`config.mk`:
```
export PLATFORM = sky130hd
export DESIGN_NAME = sha_msg_sched
export DESIGN_NICKNAME = d
export VERILOG_FILES = /design/src/rtl/sha_pkg.sv /design/src/rtl/sha_w_expand.sv /design/src/rtl/sha_msg_sched.sv
export SDC_FILE = /design/constraint.sdc
export NUM_CORES = 2
export LEC_CHECK = 0
export ABC_AREA = 0
export BUFFER_PORTS_ARGS = -buffer_cell sky130_fd_sc_hd__buf_2
export CORE_UTILIZATION = 39
export DETAILED_ROUTE_END_ITERATION = 16
export SYNTH_ARGS = -nofsm -noshare
export SYNTH_HDL_FRONTEND = slang
export SYNTH_HIERARCHICAL = 1
export SYNTH_SLANG_ARGS = --single-unit
```
`constraint.sdc`:
```
create_clock -name clk -period 5.45 [get_ports clk]
set_input_delay 0.2725 -clock clk [delete_from_list [all_inputs] [get_ports clk]]
set_output_delay 0.2725 -clock clk [all_outputs]
set_load 0.005 [all_outputs]
```
`src/rtl/sha_pkg.sv`:
```
// Shared definitions for the SHA message-schedule blocks: modes, round counts,
// rotate helpers and the SHA-2 small-sigma functions.
package sha_pkg;

  localparam logic MODE_SHA1 = 1'b0;
  localparam logic MODE_SHA2 = 1'b1;

  localparam int ROUNDS_SHA1   = 80;
  localparam int ROUNDS_SHA256 = 64;
  localparam int ROUNDS_SHA512 = 80;

  typedef enum logic {
    ST_IDLE = 1'b0,
    ST_RUN  = 1'b1
  } sched_state_e;

  function automatic logic [31:0] rotr32(input logic [31:0] x, input int unsigned n);
    return (x >> n) | (x << (32 - n));
  endfunction

  function automatic logic [31:0] rotl32(input logic [31:0] x, input int unsigned n);
    return (x << n) | (x >> (32 - n));
  endfunction

  function automatic logic [63:0] rotr64(input logic [63:0] x, input int unsigned n);
    return (x >> n) | (x << (64 - n));
  endfunction

  function automatic logic [31:0] sigma0_256(input logic [31:0] x);
    return rotr32(x, 7) ^ rotr32(x, 18) ^ (x >> 3);
  endfunction

  function automatic logic [31:0] sigma1_256(input logic [31:0] x);
    return rotr32(x, 17) ^ rotr32(x, 19) ^ (x >> 10);
  endfunction

  function automatic logic [63:0] sigma0_512(input logic [63:0] x);
    return rotr64(x, 1) ^ rotr64(x, 8) ^ (x >> 7);
  endfunction

  function automatic logic [63:0] sigma1_512(input logic [63:0] x);
    return rotr64(x, 19) ^ rotr64(x, 61) ^ (x >> 6);
  endfunction

endpackage

```
`src/rtl/sha_w_expand.sv`:
```
// Combinational next-word generator: given the 16-word window W_t..W_{t+15}
// it produces the word that enters at the top of the window, W_{t+16}.
module sha_w_expand
  import sha_pkg::*;
#(
  parameter int WORD_W = 32
) (
  input  logic [16*WORD_W-1:0] win,
  input  logic                 mode,
  output logic [WORD_W-1:0]    nxt
);

  // Word k of win (bits [k*WORD_W +: WORD_W]) holds W_{t+k}.
  logic [WORD_W-1:0] w0, w1, w2, w8, w9, w13, w14;
  logic              unused_bits;

  assign w0  = win[0*WORD_W  +: WORD_W];
  assign w1  = win[1*WORD_W  +: WORD_W];
  assign w2  = win[2*WORD_W  +: WORD_W];
  assign w8  = win[8*WORD_W  +: WORD_W];
  assign w9  = win[9*WORD_W  +: WORD_W];
  assign w13 = win[13*WORD_W +: WORD_W];
  assign w14 = win[14*WORD_W +: WORD_W];

  assign unused_bits = ^{win[3*WORD_W +: 5*WORD_W], win[10*WORD_W +: 3*WORD_W],
                         win[15*WORD_W +: WORD_W], w2, w8, w13, mode};

  if (WORD_W == 64) begin : g_sha512
    assign nxt = sigma1_512(w14) + w9 + sigma0_512(w1) + w0;
  end else begin : g_sha32
    always_comb begin
      nxt = '0;
      if (mode == MODE_SHA2) begin
        nxt = sigma1_256(w14) + w9 + sigma0_256(w1) + w0;
      end else begin
        nxt = rotl32(w0 ^ w2 ^ w8 ^ w13, 1);
      end
    end
  end

endmodule

```
`src/rtl/sha_msg_sched.sv`:
```
// Message-schedule generator: loads one padded 16-word block and streams
// W_0..W_{R-1} to the round engine over a valid/ready handshake.
module sha_msg_sched
  import sha_pkg::*;
#(
  parameter int WORD_W = 32,
  parameter int IDX_W  = 7
) (
  input  logic                 clk,
  input  logic                 rst_n,
  input  logic                 blk_valid,
  output logic                 blk_ready,
  input  logic [16*WORD_W-1:0] blk_data,
  input  logic                 blk_mode,
  input  logic                 flush,
  output logic                 w_valid,
  input  logic                 w_ready,
  output logic [WORD_W-1:0]    w_data,
  output logic [IDX_W-1:0]     w_idx,
  output logic                 w_last,
  output logic                 busy,
  output sched_state_e         dbg_state
);

  // Handshakes: a transfer happens on a rising clk edge where both valid and
  // ready are high. blk_ready and w_valid depend on state only, so neither
  // side sees a combinational path from the other's signal.

  sched_state_e        state_q, state_d;
  logic [WORD_W-1:0]   win_q [16];
  logic [16*WORD_W-1:0] win_flat;
  logic                mode_q;
  logic [IDX_W-1:0]    idx_q;
  logic [IDX_W-1:0]    last_idx;
  logic [WORD_W-1:0]   next_word;
  logic                eff_mode;
  logic                accept;
  logic                hs;

  assign eff_mode = (WORD_W == 64) ? MODE_SHA2 : blk_mode;
  assign accept   = (state_q == ST_IDLE) && blk_valid && !flush;
  assign hs       = (state_q == ST_RUN) && w_ready && !flush;

  always_comb begin
    last_idx = IDX_W'(ROUNDS_SHA1 - 1);
    if (WORD_W == 64) begin
      last_idx = IDX_W'(ROUNDS_SHA512 - 1);
    end else if (mode_q == MODE_SHA2) begin
      last_idx = IDX_W'(ROUNDS_SHA256 - 1);
    end
  end

  for (genvar k = 0; k < 16; k++) begin : g_flat
    assign win_flat[k*WORD_W +: WORD_W] = win_q[k];
  end

  sha_w_expand #(
    .WORD_W (WORD_W)
  ) u_expand (
    .win  (win_flat),
    .mode (mode_q),
    .nxt  (next_word)
  );

  always_ff @(posedge clk or negedge rst_n) begin
    if (!rst_n) begin
      state_q <= ST_IDLE;
    end else begin
      state_q <= state_d;
    end
  end

  // Flush wins over both block acceptance and a word handshake.
  always_comb begin
    state_d = state_q;
    if (flush) begin
      state_d = ST_IDLE;
    end else begin
      case (state_q)
        ST_IDLE: if (blk_valid)        state_d = ST_RUN;
        ST_RUN:  if (w_ready && w_last) state_d = ST_IDLE;
        default:                        state_d = ST_IDLE;
      endcase
    end
  end

  always_comb begin
    blk_ready = 1'b0;
    w_valid   = 1'b0;
    busy      = 1'b0;
    case (state_q)
      ST_IDLE: blk_ready = 1'b1;
      ST_RUN: begin
        w_valid = 1'b1;
        busy    = 1'b1;
      end
      default: blk_ready = 1'b0;
    endcase
  end

  // Block word 0 sits in the MSBs of blk_data and lands in window slot 0.
  always_ff @(posedge clk or negedge rst_n) begin
    if (!rst_n) begin
      for (int k = 0; k < 16; k++) win_q[k] <= '0;
      mode_q <= MODE_SHA1;
      idx_q  <= '0;
    end else if (flush) begin
      idx_q <= '0;
    end else if (accept) begin
      for (int k = 0; k < 16; k++) win_q[k] <= blk_data[(15-k)*WORD_W +: WORD_W];
      mode_q <= eff_mode;
      idx_q  <= '0;
    end else if (hs) begin
      for (int k = 0; k < 15; k++) win_q[k] <= win_q[k+1];
      win_q[15] <= next_word;
      idx_q     <= idx_q + 1'b1;
    end
  end

  assign w_data    = win_q[0];
  assign w_idx     = idx_q;
  assign w_last    = (state_q == ST_RUN) && (idx_q == last_idx);
  assign dbg_state = state_q;

endmodule

```
==> results.md <==
- Number of synthesized flops with an enable pin: 0
- Mux cell area share after synthesis: 0.407
- Crit path required time: ~6.0 ns
- Startpoint Class: register
- Max Fanout on Critical Path: 7
- Max clock buf depth: 3
- WS Path Type: reg -> reg
- Placed cell areas: between 30,000 and 40,000 sq um
- Later-pin clock latency in the skew report: between 0.6 and 0.7 ns
- Final clock skew: about 0.026 ns
- Post-CTS repair timing setup buffer count: 0
- Ys Warns: 6
- Syn avg cell area: 14.0 sq um
- Via count: 21.9k
- DRT Wirelength: between 100,000 and 150,000 um
- CP bufs+invs: 1
- IO Pins: 562
- Setup Viol. Count Final: 0
- RSZ-0062 raised after global routing: false
- Register area share after synthesis: 0.381
- Site Rows: approximately 110
- Most frequent cell after synthesis: mux2_4
- Full die area: approximately 89,000 sq um
- Global-route wire length before repair: between 150,000 and 200,000 um
- Slew @ Worst Pin: approximately 1.2 ns
- Yosys reg bits: between 500 and 600
- Largest family of logic cells by synthesized area: multiplexers
- Arrival time at the worst endpoint: around 5.3 ns
- 1st-iter DRT viols: 1,274
- DR DRC count: 0
- Vias in the first global route: between 20k and 25k
- Synth Area in XOR/XNOR: 0.0605
- Max Transition Viols Final: 0
- CTS Buf Count: 66
- Outcome: finished, final reports clean
- Adder-cell share of the synthesized area: 0.0480
- Share of cells above drive strength 1: 0.560
- Cell Area, Synth: 34,200 sq um
- Hold Violations, Final: 0
- Pre-antenna DRT Iters: 7
- Fraction of registers with async set/reset: 1.00
- Post-Route Setup TNS: 0 ns
- Post-synth top area share: 0.381
- Slowest-stage cell, CP: fa_1
- Final instance area: 41,200 sq um
- Initial antenna violation count: 46
- Top cells by count, synth: 626 x mux2_4, 521 x dfrtp_1, 400 x mux2_2
- Maximum number of pins on one net before global-route repair: between 150 and 200
- Min Clock Period, post-route: approximately 4.8 ns
- Compound-Gate Fraction of Synth Area: 0.0308
- CP cell instances: xor2_1, xnor2_1, fa_1, fa_1, inv_1, ha_1, a21oi_2, nand2_1, o211ai_2, a21oi_1, a221o_1, a2111oi_0, a221oi_1, mux2_4, mux2_2
- Cell taking the most area after synthesis: dfrtp_1
- HPWL Detailed: roughly 96,000 um
- Routed wire per std cell: around 28 um
- Min-Delay Path Class: in -> reg
- Ratio of routed vias to standard cells: ~5.1
- Port buffer count: around 560
- Highest Clock Rate: 208 MHz
- Sink Count: around 520
- Routed Antenna Nets: 0
- DIE HEIGHT: roughly 300 um
- GRT Overall Usage: 0.270
- Synth Instances: 2,442
- Final period utilization: 0.883
- Max-cap violations: 0
- Mapped Nets: between 3k and 4k
- Ys flop type: dfrtp_1
- Post-CTS sizing: 0
- Clk pin slew, worst setup/hold paths: 0.06 ns
- Simple-gate share of the synthesized area: 0.0179
- NumNets Final: ~3.7k
- Grt ovf: 0
- Die X: a little under 300 um
- Largest stage delay, worst path: roughly 0.50 ns
- Synth area leaders: dfrtp_1 38%, mux2_4 27%, mux2_2 13%
- CP delay by family, top: compound AO/OA/AOI/OAI gates
- Netlist cell types: slightly above 70
- Slew margin rel.: 0.213
- CTS tree: built
- Top cell by count, worst path: fa_1
- Syn-to-layout area delta: 20.6%
- H-tree levels: 3
- Routability Congestion: 0.962
- Initial core utilization: 0.394
- Clock root buffer: clkbuf_16
- CORE AREA: roughly 87,000 sq um
- Critical path capture point type: register
-- per-layer routing --
| layer | vias up | share of wire | global-route usage |
|---|---|---|---|
| met2 | 640 | 0.47 | 0.439 |
| met1 | 11200 | 0.43 | 0.348 |
| li1 | 9844 | - | - |
| met5 | - | 0.0016 | 0 |
| met3 | 207 | 0.055 | 0.0612 |
| met4 | 30 | 0.040 | 0.103 |
-- final cells by class --
class                   instances  area [sq um]
fillers                      7830         45500
multi-input cells            1628         19300
flip-flops and latches        521         13000
repair buffers                730          4600
clock buffers                  91          1940
well taps                    1155          1450
inverters                     129           484
clock inverters                30           353
diodes                         22          55.1
-- worst register-to-register path, stage by stage (launching register included) --
cell	delay, ns
dfrtp_1	0.49
xor2_1	0.28
xnor2_1	0.21
fa_1	0.49
fa_1	0.50
inv_1	0.04
ha_1	0.36
a21oi_2	0.24
nand2_1	0.13
o211ai_2	0.27
a21oi_1	0.18
a221o_1	0.47
a2111oi_0	0.43
a221oi_1	0.10
mux2_4	0.28
mux2_2	0.26
-- through the flow --
| stage | setup slack, ns | std cells | utilization | hold slack [ns] |
|---|---|---|---|---|
| after floorplan | 1.22 | 2442 | - | -0.0231 |
| after detailed placement | 0.721 | 4024 | 0.432 | 0.397 |
| final | 0.635 | 4306 | 0.475 | 0.0306 |
| after global routing | 0.422 | 4302 | 0.475 | 0.00924 |
| after global placement | 0.764 | 4024 | 0.432 | 0.389 |
| after CTS | 0.695 | 4284 | 0.475 | 0.0000562 |
-- layout by cell type (no fill, tap or decap), drive strengths merged, types with 4 or more instances in the layout --
cell type	netlist	final
mux2	1026	1026
a211oi	7	7
clkinv	0	19
diode	0	22
a311oi	5	5
o211ai	5	5
xor2	87	87
a2111oi	4	4
a21o	16	16
buf	150	591
a221oi	5	5
nor3	4	4
and3	6	6
o21ai	24	24
nor2	35	35
and2	6	6
o21a	6	6
clkbuf	14	91
inv	129	131
a21oi	46	46
bufinv	0	6
nand2	35	35
nand4	5	5
xnor2	149	149
nand3	6	6
ha	32	32
dfrtp	521	521
dlygate4sd3	0	139
fa	62	62
nor2b	5	5
-- cell families after synthesis --
kind of cell / after synthesis
muxes: 1029
and+or+nand+nor: 121
adders and majority gates: 94
buffers and inverters: 293
DFF: 521
xor gates and xnor gates: 236
AOI/OAI and AO/OA: 148
-- sequential cells by signal, indices dropped and copies added (netlist names) --
signal and flops:
dbg_state 1, win_flat 480, w_idx 7, mode_q 1, w_data 32
-- path summary, 6_finish.rpt --
kind                                      end  depth (start not counted)     startpoint  slack [ns]
worst min-delay path            win_flat[433]                          3   blk_data[81]        0.03
worst max-delay path            win_flat[506]                         15   win_flat[55]        0.64
min in group asynchronous       win_flat[500]                          2          rst_n        0.32
worst max register to register  win_flat[506]                         15   win_flat[55]        0.64
worst min register to register  win_flat[340]                          1  win_flat[340]        0.51
max in group asynchronous       win_flat[166]                          3          rst_n        3.56
-- timing repair --
| action | in CTS | in global routing |
|---|---|---|
| endpoints found under the setup margin | 0 | 0 |
| hold buffers | 139 | 0 |
| hold endpoints to repair | 229 | 0 |
Power is left out: the tool's default activity adds up to more than one toggle a clock period on the data nets, which glitch-free logic cannot reach.
